## src/rtl/skdbf_tx.sv

```systemverilog
// Transmit-side register slice: IP beats pass through an output register plus a
// one-entry skid register so both bus-facing outputs and IP busy come from flops.
module skdbf_tx #(
  parameter int DW = 8
) (
  input  logic          clk_i,
  input  logic          reset_i,
  input  logic          flush_i,
  input  logic [DW-1:0] ip_data_i,
  input  logic          ip_vld_i,
  output logic          registered_busy_o,
  output logic [DW-1:0] bus_data_o,
  output logic          bus_vld_o,
  input  logic          combinational_busy_i,
  output logic [1:0]    occupancy_o,
  output logic [1:0]    state_dbg_o
);

  // Handshake: a beat moves on a side when its valid is high and that side's busy
  // is low in the same cycle; while valid & busy the sender holds valid and data.
  typedef enum logic [1:0] {
    ST_EMPTY = 2'd0,
    ST_HALF  = 2'd1,
    ST_FULL  = 2'd2
  } state_e;

  state_e        state_q, state_d;
  logic [DW-1:0] out_q, out_d;
  logic [DW-1:0] skd_q, skd_d;
  logic          vld_q, busy_q;
  logic [1:0]    occ_q;
  logic          accept, drain;

  assign accept = ip_vld_i & ~busy_q;
  assign drain  = vld_q & ~combinational_busy_i;

  always_comb begin
    state_d = state_q;
    out_d   = out_q;
    skd_d   = skd_q;
    unique case (state_q)
      ST_EMPTY: begin
        if (accept) begin
          state_d = ST_HALF;
          out_d   = ip_data_i;
        end
      end
      ST_HALF: begin
        if (accept && drain) begin
          out_d = ip_data_i;
        end else if (accept) begin
          state_d = ST_FULL;
          skd_d   = ip_data_i;
        end else if (drain) begin
          state_d = ST_EMPTY;
        end
      end
      ST_FULL: begin
        if (drain) begin
          state_d = ST_HALF;
          out_d   = skd_q;
        end
      end
      default: state_d = ST_EMPTY;
    endcase
    // A flushed cycle still lets a drain complete on the bus; stored beats are dropped.
    if (flush_i) begin
      state_d = ST_EMPTY;
    end
  end

  // Output flags are registered copies of the next state so no input reaches an output.
  always_ff @(posedge clk_i) begin
    if (reset_i) begin
      state_q <= ST_EMPTY;
      out_q   <= '0;
      skd_q   <= '0;
      vld_q   <= 1'b0;
      busy_q  <= 1'b0;
      occ_q   <= 2'd0;
    end else begin
      state_q <= state_d;
      out_q   <= out_d;
      skd_q   <= skd_d;
      vld_q   <= (state_d != ST_EMPTY);
      busy_q  <= (state_d == ST_FULL);
      occ_q   <= (state_d == ST_FULL) ? 2'd2 : ((state_d == ST_HALF) ? 2'd1 : 2'd0);
    end
  end

  assign bus_data_o        = out_q;
  assign bus_vld_o         = vld_q;
  assign registered_busy_o = busy_q;
  assign occupancy_o       = occ_q;
  assign state_dbg_o       = state_q;

endmodule

```

## config.mk

```make
export PLATFORM = sky130hd
export DESIGN_NAME = skdbf_tx
export DESIGN_NICKNAME = d
export VERILOG_FILES = /design/src/rtl/skdbf_tx.sv
export SDC_FILE = /design/constraint.sdc
export NUM_CORES = 1
export LEC_CHECK = 0
export ABC_AREA = 1
export CAP_MARGIN = 30
export CORE_MARGIN = 1
export CORE_UTILIZATION = 53
export CTS_BUF_LIST = sky130_fd_sc_hd__clkbuf_8
export CTS_CLUSTER_SIZE = 40
export DETAILED_ROUTE_END_ITERATION = 16
export PLACE_DENSITY = 0.95
export SETUP_SLACK_MARGIN = 0.15
export SYNTH_ARGS = -nofsm -noshare
export SYNTH_HDL_FRONTEND = slang
export SYNTH_SLANG_ARGS = --single-unit
```

## constraint.sdc

```tcl
create_clock -name clk_i -period 2.6 [get_ports clk_i]
set_input_delay 0.52 -clock clk_i [delete_from_list [all_inputs] [get_ports clk_i]]
set_output_delay 0.52 -clock clk_i [all_outputs]
set_load 0.1 [all_outputs]
```

==> Yosys cells after proc, flatten, opt, wreduce, memory -nomap -nowiden <==
Cells that the tools add are included.
{ "totals": {"in_bits": 13, "register_bits": 22, "memories": 0, "out_inout_bits": 14, "elab_cells": 39, "latchBits": 0, "mem_bits_rw": 0, "mem_bits_ro": 0} }
{ "classes": {"reduce_logical": 7, "n_eq_ne": 7, "div": 0, "bitwise": 5, "magnitude_cmp": 0, "muxes": 13, "shifts": 0, "n_addsub": 0, "n_mul": 0} }
{ "ops": {"columns": ["cell", "n"], "rows": [
  ["$mux 8", 3],
  ["$pmux 8 s3", 1],
  ["$mux 2", 7],
  ["$ne 2x2->1 const B", 3],
  ["$pmux 2 s3", 1],
  ["$eq 2x1->1 const B", 2],
  ["$eq 2x2->1 const B", 2],
  ["$reduce_and 4->1", 1],
  ["$not 1->1", 3],
  ["$reduce_and 3->1", 1],
  ["$reduce_bool 3->1", 1],
  ["$and 1x1->1", 2],
  ["$logic_not 2->1", 1],
  ["$reduce_bool 2->1", 1],
  ["$reduce_or 2->1", 1],
  ["$logic_and 1x1->1", 1],
  ["$mux 1", 1]
]} }

==> Logic depth before layout (Yosys ltp) <==
{ "logic_depth": {"word_depth": 10, "depth_mapped": 8, "depth_no_buf": 8} }

==> Worst setup path after synthesis <==
OpenSTA, ideal clock, no wires.
{ "synth_path": {"kind": "register -> output", "start": "reg registered_busy_o (netlist name)", "end": "out occupancy_o[1]", "stages_incl_launch_ff": 2, "path_buffers": 1, "path_slack_ps": 707, "arrival_time_ps": 1373, "t_required_ps": 2080, "path_cell_list": "dfxtp_1 > buf_4"} }
{ "synth_rtl": {"columns": ["item", "line_no", "source"], "rows": [
  ["end: declaration", "15", "output logic [1:0] occupancy_o,"]
]} }

==> Final worst setup path <==
{ "layout_path": {"start": "reg state_q[0] (netlist: state_dbg_o[0])", "end": "out state_dbg_o[0]"} }
{ "layout_rtl": {"columns": ["item", "line_no", "source"], "rows": [
  ["start: declaration", "27", "state_e state_q, state_d;"],
  ["start signal: assignment", "82", "state_q <= state_d;"],
  ["end: declaration", "16", "output logic [1:0] state_dbg_o"]
]} }
No word-level cell between the ends.

==> qor.yml <==
status:
  status: "complete, no violations"
synth:
  synth_common_cells: "nand2_1 (44), nor2_1 (35), dfxtp_1 (21)"
  synth_mux_area_frac: 0
  synth_edf_count: 0
  yosys.area.top_type_share: 0.418
  syn_area_um2: 1010
  ys_ff_latch: 21
  ys_seq_area_frac: 0.418
  synth_fp_nets: 165
  synth_top_family_by_area: "simple AND/OR/NAND/NOR gates"
  synth_fa_ha_area_frac: 0
  synth_compound_area_frac: 0.0498
  yosys-top-cells-area: "dfxtp_1 (42%), nand2_1 (16%), nor2_1 (13%)"
  synth_cells: 152
  synth.distinct_cells: 18
  async_reset_ff_frac: 0
  yosys.area_share.simple: 0.420
  synth_area_per_cell_um2: 6.62
  yosys.area.top_type: "dfxtp_1"
  synthFlopType: "dfxtp_1"
  synth_most_common_cell: "nand2_1"
  yosysWarningCount: 0
  synth-xor-area-share: 0
sta:
  slew_viol_final: 0
  fin_ws_ps: 925
  fin_setup_tns_ps: 0
  clock.fmax_mhz: 597
  finalClockSkew_ps: 1.22
  finalHoldViolCount: 0
  setup_viol: 0
  worst_pin_slew_ps: 449
  worst_hold_slack_ps: 522
  slew_headroom: 0.700
  period_share: 0.644
  period_minus_slack_ps: 1680
  grt_setup_unrepaired: "false"
final_layout:
  fin_area_um2: 1280
  drive_gt1_frac: 0.151
  antenna_cells: 0
  final_util: 0.736
  nNetsFinal: 193
  syn_to_final_growth_pct: 27.7
  fin_cells: 204
cts:
  cts_inserted_buffers: 3
  ctsResizeCount: 0
  clkLatencyLatePin_ps: 270
  cts_sinks: 21
  path_clk_slew_ps: 80
  cts_tree: "yes"
  hold_buffers: 0
  post-cts-setup-buffers: 0
  cts_buffer_depth: 2
  cts-root-buf: "clkbuf_8"
  cts_htree_levels: 1
power_and_ir_drop:
  power_mw: 0.783
  vdd_drop_max_uv: 520
  leakagePower_nw: 0.703
  p_per_area_nw_per_um2: 610
routing:
  dr.pass1.iters: 4
  wl_met1_um: 947
  met3_wirelength_um: 131
  drt_wl_total_mm: 2.32
  wl_per_cell_um: 11.4
  vias: 1001
  remaining_drc_errors: 0
  dr.max_layer_used: "met4"
  dr.first_iter.drc_count: 39
  ant_nets: 0
  met2_length_mm: 1.17
  viasPerCell: 4.91
place:
  numPortBuffers: 26
  dp_slack_ps: 758
  place_inst: 200
  dpl_cell_area_um2: 1240
  dp_hpwl_mm: 1.53
  gp_congestion: 0.819
setup_path:
  crit_fanout: 6
  crit_family: "flip-flops"
  path_cells: "buf_4"
  max_stage_delay_ps: 530
  r2r_setup_slack_ps: 1010
  cpMaxStageDelayCell: "dfxtp_1"
  critPathRequiredTime_ps: 2080
  path_buf_inv: 1
  crit_path_start_kind: "flip-flop"
  path_class: "reg -> out"
  worstPathArrival_ps: 1160
  crit_path_end_kind: "output pin"
floorplanning:
  fp.coreArea_um2: 1750
  rows: 15
  die_w_um: 45.6
  io_pins: 27
  dieArea_um2: 2080
  start_util: 0.576
  die_h_um: 45.6
global_route:
  grt_pass1_vias: 813
  grt_max_degree: 18
  grt_use_total: 0.248
  grt_overflow: 0
  grt_first_pass_wirelength_mm: 3.53
  antenna_found_initial: 0
min_path:
  hold_path_class: "reg -> reg"
job:
  max_cap_viol_count: 0
[final timing paths]
path	startpoint	endpoint	depth (start not counted)
setup reg to reg	state_dbg_o[1]	bus_data_o[2]	7
setup / recovery	state_dbg_o[0]	state_dbg_o[0]	1
hold reg to reg	skd_q[3]	skd_q[3]	2
hold / removal	skd_q[3]	skd_q[3]	2
[logic make-up after synthesis]
logic type             Yosys count
buffers and inverters           25
flip-flops                      21
AND/OR/NAND/NOR                 96
AO/OA/AOI/OAI                   10
[per-layer routing]
layer | vias to the layer above | track usage
met1 | 442 | 0.305
met2 | 37 | 0.391
met4 | 0 | 0.139
li1 | 510 | -
met3 | 12 | 0.0635
met5 | - | 0
[registers in the layout, summed over array words and instances, names as in the netlist]
signal	cells
bus_vld_o	1
occupancy_o	1
state_dbg_o	2
registered_busy_o	1
bus_data_o	8
skd_q	8
[power by group]
| part | leakage, nW | switching, mW | total [mW] | internal (mW) |
|---|---|---|---|---|
| sequential | 0.172 | 0.0111 | 0.351 | 0.340 |
| combinational | 0.504 | 0.156 | 0.212 | 0.0558 |
| clock | 0.0269 | 0.115 | 0.221 | 0.106 |
| total | 0.703 | 0.282 | 0.783 | 0.501 |
[placed cells by master, fill, tap and decap left out]
cell and instances:
buf_4 14, nor2_4 1, o21ai_0 9, nand3_1 10, clkbuf_8 3, a21oi_1 1
clkdlybuf4s50_1 12, nor2_8 1, nand2_4 2, nand2_2 2, nor2_1 35, nand2_1 44
inv_2 1, inv_4 1, inv_6 1, inv_1 20, dfxtp_1 21, nand3_2 1
[layout make-up]
type / instances / area [µm²]
Tap cell: 25 / 31.3
Fill cell: 151 / 460
Multi-Input combinational cell: 106 / 473
Clock buffer: 3 / 41.3
Clock inverter: 1 / 3.75
Sequential cell: 21 / 420
Inverter: 22 / 90.1
Timing Repair Buffer: 26 / 225
Power figures use the tool's default switching activity.
==> edit (config.mk and constraints unchanged) <==
Set the parameter `DW` to 6 (it was 8).
--- a/src/rtl/skdbf_tx.sv
+++ b/src/rtl/skdbf_tx.sv
@@ -2,5 +2,5 @@
 // one-entry skid register so both bus-facing outputs and IP busy come from flops.
 module skdbf_tx #(
-  parameter int DW = 8
+  parameter int DW = 6
 ) (
   input  logic          clk_i,
Interface: changed (resized bus_data_o and ip_data_i); port bits go from 27 to 23. The function was not compared with the original's and may differ.
==> edit against the unedited design <==
  * Sequential cell count down 4
  * Total power down 15%
  * Clock power shrank 12%
  * Area after synthesis down 18%
  * Design area down 18%
  * Routed wire length shrank 19%
  * Register-to-register slack improved by 200 ps
  * Core utilization increased by 2.7 points
  * Cell count down 25%
  * Worst setup slack lost 94 ps
  * Critical path type unchanged
==> edit: results <==
metrics = {
    "outcome": {
        "status": "complete, no violations",
    },
    "setup_path": {
        "timing.reg2reg.setup_slack_ps": 1210,
        "max_stage_delay_ps": 620,
        "critical_path.endpoint": "state_dbg_o[1]",
        "worstSetupStartpoint": "state_dbg_o[1]",
        "reg2reg_depth": 5,
        "reg2reg_to": "bus_vld_o",
        "cp_max_fo": 11,
        "arrival_ps": 1250,
    },
    "synthesis": {
        "syn_nets": 127,
        "yosys_warnings": 0,
        "synth_area_leaders": "dfxtp_1 41%, nand2_1 15%, nand3_1 9.7%",
        "seq_area_frac_synth_pct": 41.0,
        "synth_common_cells": "34 x nand2_1, 17 x dfxtp_1, 16 x nand3_1, 13 x inv_1, 10 x nor2_1",
        "synth.distinct_cells": 16,
        "ys.flop_type": "dfxtp_1",
    },
    "cts": {
        "cts-resized-gates": 0,
        "path_clk_slew_ps": 60,
        "cts_setup_buffers": 0,
        "cts.sinks": 17,
        "clock_latency_ps": 250,
    },
    "route": {
        "dr.pass1.iters": 4,
        "met2_length_microns": 975,
        "m1WireLength_microns": 756,
        "viasPerCell": 5.14,
        "highest_layer": "met4",
        "wl_met3_microns": 111,
        "first_iter_violations": 42,
        "drt-wirelength-per-cell_microns": 12.3,
    },
    "global_route": {
        "antenna_found_initial": 0,
        "grt_pass1_wl_microns": 3110,
        "grt_max_degree": 13,
        "grt_pass1_vias": 696,
        "grt.total_usage_pct": 23.8,
    },
    "finish": {
        "inverters": 15,
        "n_fill_cell": 104,
        "seq_area_sq_um": 340,
        "clock_area_share_pct": 4.39,
        "drive_above_1_share_pct": 23.7,
        "bufAreaShareNonClock_pct": 18.0,
        "num-nets-final": 151,
        "multi_input_area_sq_um": 398,
        "multi_input_gates": 81,
        "n_all_buffers": 22,
    },
    "placed_design": {
        "numPortBuffers": 22,
        "place_area_sq_um": 1010,
        "hpwl_microns": 1310,
        "place.gp.congestion": 0.864,
    },
    "power_and_ir_drop": {
        "ir_worst_vdd_mv": 0.466,
        "leakagePower_uw": 0.000517,
    },
    "sta": {
        "clock_skew_ps": 3.41,
        "finalSetupTns_ps": 0,
        "worst_pin_slew_ps": 473,
    },
    "floorplanning": {
        "die_area_sq_um": 1730,
    },
}
[edit: cell types whose count changed in the layout (fill, tap and decap cells not counted), sizes merged, moves of 4 or more]
| cell | change |
|---|---|
| nor2 | -22 |
| inv | -8 |
| o21ai | -8 |
| nand2 | -6 |
| nand3 | +6 |
| a21oi | +5 |
| dfxtp | -4 |
[edit: worst min-delay path by stage]
stage	startpoint	end	slack (ps)	cells past startpoint
3_3_place_gp	skd_q[5]	skd_q[5]	460	2
6_report	skd_q[1]	skd_q[1]	480	2
3_5_place_dp	skd_q[0]	skd_q[0]	470	2
4_1_cts	skd_q[1]	skd_q[1]	480	2
2_1_floorplan	skd_q[0]	skd_q[0]	440	2
5_1_grt	skd_q[4]	skd_q[4]	500	2
[edit: cell families after synthesis]
| group | after synthesis | share of synthesized area, % |
|---|---|---|
| AOI/OAI and AO/OA | 7 | 4.68 |
| buffers and inverters | 18 | 11.0 |
| DFF | 17 | 41.0 |
| and+or+nand+nor | 74 | 43.3 |
[edit: where the power goes]
| group | leakage [uW] | switching [uW] | internal [uW] | total [uW] |
|---|---|---|---|---|
| Sequential | 0.000139 | 8.64 | 275 | 283 |
| Clock | 0.0000255 | 87.4 | 106 | 194 |
| Combinational | 0.000352 | 138 | 48.1 | 186 |
[edit: stage by stage]
stage	std cells	setup slack (ps)	util (%)	total power [uW]	hold slack, ps
2_1_floorplan	116	707	-	431	435
6_report	154	831	76.3	663	482
5_1_grt	154	799	76.3	692	500
3_3_place_gp	150	811	72.9	470	461
4_1_cts	154	837	76.3	665	478
3_5_place_dp	150	795	72.9	474	466
[edit: metal layers]
| layer | vias up | track usage, % |
|---|---|---|
| met2 | 39 | 39.7 |
| met5 | - | 0 |
| met3 | 9 | 5.22 |
| met1 | 340 | 29.7 |
| met4 | 0 | 9.68 |
| li1 | 404 | - |
